**config.mk**
```make
export PLATFORM = sky130hd
export DESIGN_NAME = hazard_ctrl
export DESIGN_NICKNAME = d
export VERILOG_FILES = /design/src/rtl/hazard_pkg.sv /design/src/rtl/hazard_tag_pipe.sv /design/src/rtl/hazard_ctrl.sv
export SDC_FILE = /design/constraint.sdc
export NUM_CORES = 1
export LEC_CHECK = 0
export BUFFER_PORTS_ARGS = -buffer_cell sky130_fd_sc_hd__buf_2
export CAP_MARGIN = 25
export CORE_MARGIN = 8
export CORE_UTILIZATION = 50
export DETAILED_ROUTE_END_ITERATION = 16
export GPL_ROUTABILITY_DRIVEN = 0
export GPL_TIMING_DRIVEN = 0
export PLACE_DENSITY = 0.88
export SYNTH_ARGS = -nofsm -noshare
export SYNTH_HDL_FRONTEND = slang
export SYNTH_SLANG_ARGS = --single-unit
```
**constraint.sdc**
```tcl
create_clock -name clk -period 2.2 [get_ports clk]
set_input_delay 0.33 -clock clk [delete_from_list [all_inputs] [get_ports clk]]
set_output_delay 0.33 -clock clk [all_outputs]
set_load 0.03 [all_outputs]
```
**src/rtl/hazard_pkg.sv**
```systemverilog
// Shared types and helpers for the pipeline hazard/forwarding controller.
// Tag fields are sized by the TAG_* constants; the controller's NSRC/REGW/AVW must match them.
package hazard_pkg;

    localparam int TAG_NSRC = 2;
    localparam int TAG_REGW = 5;
    localparam int TAG_AVW  = 2;
    localparam int FWD_RF   = 0;

    typedef struct packed {
        logic                               valid;
        logic [TAG_REGW-1:0]                rd;
        logic                               wr;
        logic [TAG_AVW-1:0]                 avail;
        logic [TAG_NSRC-1:0][TAG_REGW-1:0]  rs;
    } tag_t;

    function automatic int fwd_sel_w(input int depth);
        return $clog2(depth + 1);
    endfunction

    // Writes to x0 never produce a dependency.
    function automatic logic tag_match(input tag_t t, input logic [TAG_REGW-1:0] r);
        return t.valid && t.wr && (t.rd == r) && (r != '0);
    endfunction

endpackage

```
**src/rtl/hazard_tag_pipe.sv**
```systemverilog
// Shadow shift register of destination tags, one entry per post-decode stage.
// Freezes as a whole; stage 1 loads either the decode tag or an empty bubble.
module hazard_tag_pipe
    import hazard_pkg::*;
#(
    parameter int DEPTH = 3
) (
    input  logic               clk,
    input  logic               reset_n,
    input  logic               freeze,
    input  logic               bubble,
    input  tag_t               in_tag,
    output tag_t [DEPTH:1]     stage
);

    always_ff @(posedge clk or negedge reset_n) begin
        if (!reset_n) begin
            stage <= '0;
        end else if (!freeze) begin
            stage[1] <= bubble ? tag_t'('0) : in_tag;
            for (int k = 2; k <= DEPTH; k++) begin
                stage[k] <= stage[k-1];
            end
        end
    end

endmodule

```
**src/rtl/hazard_ctrl.sv**
```systemverilog
// Stall/flush/forward controller for the in-order pipeline, driven by a shadow
// pipeline of destination tags, plus saturating stall and flush event counters.
module hazard_ctrl
    import hazard_pkg::*;
#(
    parameter int DEPTH = 3,
    parameter int NSRC  = TAG_NSRC,
    parameter int REGW  = TAG_REGW,
    parameter int AVW   = TAG_AVW,
    parameter int CNTW  = 32
) (
    input  logic                                clk,
    input  logic                                reset_n,
    input  logic                                ValidD,
    input  logic [NSRC*REGW-1:0]                RsD,
    input  logic [REGW-1:0]                     RdD,
    input  logic                                RegWriteD,
    input  logic [AVW-1:0]                      AvailD,
    input  logic                                BranchTakenE,
    input  logic                                HoldM,
    output logic                                StallF,
    output logic                                StallD,
    output logic                                StallE,
    output logic                                FlushD,
    output logic                                FlushE,
    output logic [NSRC*fwd_sel_w(DEPTH)-1:0]    FwdE,
    output logic [CNTW-1:0]                     StallCount,
    output logic [CNTW-1:0]                     FlushCount
);

    localparam int FW = fwd_sel_w(DEPTH);

    tag_t                       d_tag;
    tag_t [DEPTH:1]             stage;
    logic                       load_use;
    logic                       slow;
    logic [NSRC-1:0][FW-1:0]    fwd_sel;
    logic                       unused_tag_bits;

    always_comb begin
        d_tag       = '0;
        d_tag.valid = ValidD;
        d_tag.rd    = RdD;
        d_tag.wr    = RegWriteD;
        d_tag.avail = AvailD;
        for (int i = 0; i < NSRC; i++) begin
            d_tag.rs[i] = RsD[i*REGW +: REGW];
        end
    end

    hazard_tag_pipe #(
        .DEPTH (DEPTH)
    ) u_tag_pipe (
        .clk     (clk),
        .reset_n (reset_n),
        .freeze  (HoldM),
        .bubble  (FlushE || !ValidD),
        .in_tag  (d_tag),
        .stage   (stage)
    );

    // Only the youngest writer of each source decides; older writers are shadowed by it.
    always_comb begin
        load_use = 1'b0;
        slow     = 1'b0;
        for (int i = 0; i < NSRC; i++) begin
            slow = 1'b0;
            for (int k = DEPTH - 1; k >= 1; k--) begin
                if (tag_match(stage[k], d_tag.rs[i])) begin
                    slow = (int'(stage[k].avail) > k + 1);
                end
            end
            load_use = load_use | slow;
        end
    end

    always_comb begin
        for (int i = 0; i < NSRC; i++) begin
            fwd_sel[i] = FW'(FWD_RF);
            for (int k = DEPTH; k >= 2; k--) begin
                if (tag_match(stage[k], stage[1].rs[i])) begin
                    fwd_sel[i] = FW'(k);
                end
            end
        end
    end

    assign FwdE = fwd_sel;

    // Reset forces every control output low regardless of HoldM or a pending branch.
    always_comb begin
        StallF = 1'b0;
        StallD = 1'b0;
        StallE = 1'b0;
        FlushD = 1'b0;
        FlushE = 1'b0;
        if (!reset_n) begin
            StallF = 1'b0;
        end else if (HoldM) begin
            StallF = 1'b1;
            StallD = 1'b1;
            StallE = 1'b1;
        end else if (BranchTakenE) begin
            FlushD = 1'b1;
            FlushE = 1'b1;
        end else if (load_use) begin
            StallF = 1'b1;
            StallD = 1'b1;
            FlushE = 1'b1;
        end
    end

    always_ff @(posedge clk or negedge reset_n) begin
        if (!reset_n) begin
            StallCount <= '0;
            FlushCount <= '0;
        end else begin
            if (StallD && (StallCount != '1)) begin
                StallCount <= StallCount + 1'b1;
            end
            if (FlushD && (FlushCount != '1)) begin
                FlushCount <= FlushCount + 1'b1;
            end
        end
    end

    // Sources of older stages and the availability of the last stage are carried but never read.
    assign unused_tag_bits = ^stage;

endmodule
```
==> impl_metrics.py <==
metrics = {
    "synth": {
        "syn-cell-area_sq_mm": 0.00478,
        "synth_cell_type_count": 48,
        "ys_top_cells_by_area": "dfrtp_1 51%, xor2_1 8.1%, xnor2_1 7.7%",
        "synthCells": 432,
        "yosysTopAreaCell": "dfrtp_1",
        "syn_avg_cell_area_sq_um": 11.1,
        "ys_seq_elements": 97,
        "yosysTopAreaCellShare_pct": 50.7,
        "ys.warnings.count": 0,
        "syn_nets": 457,
        "synth-seq-area-share_pct": 50.7,
    },
    "floorplan": {
        "core-area_sq_mm": 0.00928,
        "die_h_microns": 114,
        "start_util_pct": 51.5,
        "io_pins": 96,
        "fp.dieW_microns": 114,
        "rows": 35,
        "dieArea_sq_mm": 0.0130,
    },
    "power_and_ir_drop": {
        "p_total_w": 0.00442,
        "p_leak_nw": 3.15,
        "pwr-share-seq_pct": 50.4,
        "p_sw_w": 0.00156,
        "pwr-share-comb_pct": 24.0,
        "switching_share_pct": 35.4,
        "powerDensity_mw_per_mm2": 680,
        "p_int_w": 0.00285,
        "p_clk_share_pct": 25.5,
        "ir_worst_vdd_uv": 728,
    },
    "timing": {
        "drv_slew": 0,
        "rsz0062_at_grt": "yes",
        "worst_pin_slew_ps": 608,
        "setup_tns_ps": -7190,
        "final.setup_skew_ps": 16.4,
        "hold_ws_ps": 177,
        "min_period_over_period_pct": 121,
        "finalHoldViolCount": 0,
        "period_needed_ps": 2650,
        "fin_ws_ps": -452,
        "slew_headroom_pct": 59.1,
        "fmax_mhz": 377,
        "setup_viol": 52,
    },
    "critical_path": {
        "critPathMaxStageDelay_ps": 550,
        "worstPathMaxFanout": 4,
        "cp-end-kind": "output pin",
        "path_cells": "or4_4, a21oi_4, nor2_2, a221oi_4, buf_6, inv_4, buf_6, buf_6",
        "cp-start-kind": "flip-flop",
        "path_buf_inv": 4,
        "required_ps": 1870,
        "cpMaxStageDelayCell": "or4_4",
        "cpLargestDelayFamily": "simple AND/OR/NAND/NOR gates",
        "arrival_ps": 2320,
        "crit_top_cell": "buf_6",
        "criticalPathCategory": "flip-flop to output pin",
    },
    "final_layout": {
        "layout_common_cells": "92 x buf_2, 89 x dfrtp_1, 44 x xor2_1",
        "final_util_pct": 70.0,
        "layout.nets": 602,
        "final_common_cell": "buf_2",
        "multi_input_area_sq_mm": 0.00266,
        "drive_above_1_share_pct": 40.2,
        "fillerInstances": 648,
        "area_delta_synth_final_pct": 35.9,
        "regArea_sq_mm": 0.00244,
    },
    "cts": {
        "clk_pin_slew_ps": 100,
        "cts_tree": "done",
        "cts_sinks": 97,
        "cts_buffers": 9,
        "cts_root_buf": "clkbuf_8",
        "ctsHtreeMaxLevel": 3,
        "clk_latency_ps": 360,
        "clockBufferDepth": 2,
    },
    "drt": {
        "drc_errors": 0,
        "drtPass1Iterations": 5,
        "vias": 4100,
        "drt_iter0_drc": 239,
        "ant_nets": 0,
        "wl_per_cell_microns": 19.7,
        "via_per_inst": 5.76,
        "finalWirelength_microns": 14000,
    },
    "place": {
        "hpwlAfterDp_microns": 8630,
        "portBuffers": 94,
    },
    "global_routing": {
        "grt_pass1_wl_microns": 20600,
        "grt_max_degree": 53,
        "antenna_found_initial": 1,
        "grt_pass1_vias": 4147,
        "grt_usage_pct": 19.6,
        "grt.overflow.total": 0,
    },
    "job": {
        "maxCapViolCount": 0,
    },
    "run_status": {
        "violations": "setup timing",
        "run_status": "complete, but fails checks",
    },
    "worst_hold_path": {
        "hp-class": "input port to flip-flop",
    },
}
[per-layer routing]
| metal | up-vias | wire length, microns | GRT usage [%] |
|---|---|---|---|
| li1 | 1850 | - | - |
| met1 | 2041 | 5460 | 23.0 |
| met2 | 157 | 7190 | 34.0 |
| met3 | 52 | 796 | 3.96 |
| met4 | 0 | 550 | 8.78 |
| met5 | - | 0 | 0 |
[flip-flops by register name, indices dropped and copies added (netlist names)]
register          count
FlushCount           32
StallCount           32
u_tag_pipe.stage     33
[logic make-up (layout without fill, tap and decap cells)]
kind of cell	Yosys count	count (layout)	share of synthesized area, %
AOI/OAI and AO/OA	32	32	5.62
muxes	18	18	4.21
and+or+nand+nor	178	178	21.1
buffers and inverters	19	169	2.12
xor gates and xnor gates	86	86	15.7
other	0	1	0
DFF	97	97	50.7
adders and majority gates	2	2	0.523
[worst register-to-register path: stages (launching register included)]
cell and delay (ps):
dfrtp_2 440, or4_4 550, a21oi_4 150, buf_4 120
buf_4 100, nor3_2 50, o31a_1 280, nor3b_4 280
buf_4 170, buf_6 100, a22o_1 120
[path summary, 6_finish.rpt]
kind | startpoint | end | slack, ps | cells past startpoint
worst min register to register | FlushCount[31] | FlushCount[31] | 500 | 1
worst max-delay path | u_tag_pipe.stage[14] | StallF | -450 | 8
worst max register to register | u_tag_pipe.stage[14] | u_tag_pipe.stage[1] | -240 | 10
worst min-delay path | RdD[1] | u_tag_pipe.stage[14] | 180 | 2
min in group asynchronous | reset_n | StallCount[21] | 690 | 3
max in group asynchronous | reset_n | u_tag_pipe.stage[15] | 1230 | 3
[synth_stat cells (all sizes together)]
library cell / count
a211oi: 2
a21o: 1
a21oi: 4
a221oi: 1
a22o: 18
a2bb2oi: 1
a31oi: 3
and2: 3
and3: 9
and3b: 1
and4: 3
buf: 9
clkbuf: 3
dfrtp: 97
dlygate4sd1: 1
ha: 2
inv: 6
mux2: 17
mux2i: 1
nand2: 30
nand3: 33
nand4: 24
nor2: 21
nor2b: 4
nor3: 26
nor3b: 3
nor4: 14
nor4b: 2
nor4bb: 1
o31a: 1
o41ai: 1
or3: 2
or4: 2
xnor2: 42
xor2: 44
[through the flow]
stage          setup WS, ps  instance area (sq um)  instances
5_1_grt                -503                   6500        712
3_5_place_dp           -430                   5460        656
2_1_floorplan        -0.459                   4790        432
4_1_cts                -425                   6120        694
6_report               -452                   6500        712
3_3_place_gp          -1530                   5430        655
[power groups by stage]
stage          Clock, W  Combinational [W]  Sequential, W
5_1_grt         0.00120            0.00113        0.00225
2_1_floorplan         0           0.000360        0.00241
3_5_place_dp          0           0.000877        0.00223
3_3_place_gp          0           0.000838        0.00221
4_1_cts         0.00113           0.000978        0.00220
6_report        0.00113            0.00106        0.00223
[timing repair]
| item | CTS | global route |
|---|---|---|
| setup buffers | 26 | 17 |
| hold buffers | 0 | 2 |
| resized for setup | 62 | 43 |
| setup endpoints to repair | 63 | 62 |
| pin swaps | 30 | 31 |
| gates cloned | 4 | 0 |
| endpoints found under the hold margin | 0 | 45 |
[layout make-up]
class / instances / share of cell area (%)
diodes: 1 / 0.0385
plain buffers: 13 / 1.85
clock buffers: 11 / 2.33
clock inverters: 5 / 0.597
inverters: 6 / 0.385
multi-input cells: 316 / 41.0
flip-flops and latches: 97 / 37.5
well taps: 129 / 2.48
repair buffers: 134 / 13.9
Note: power is estimated with default switching activity, not from simulation.
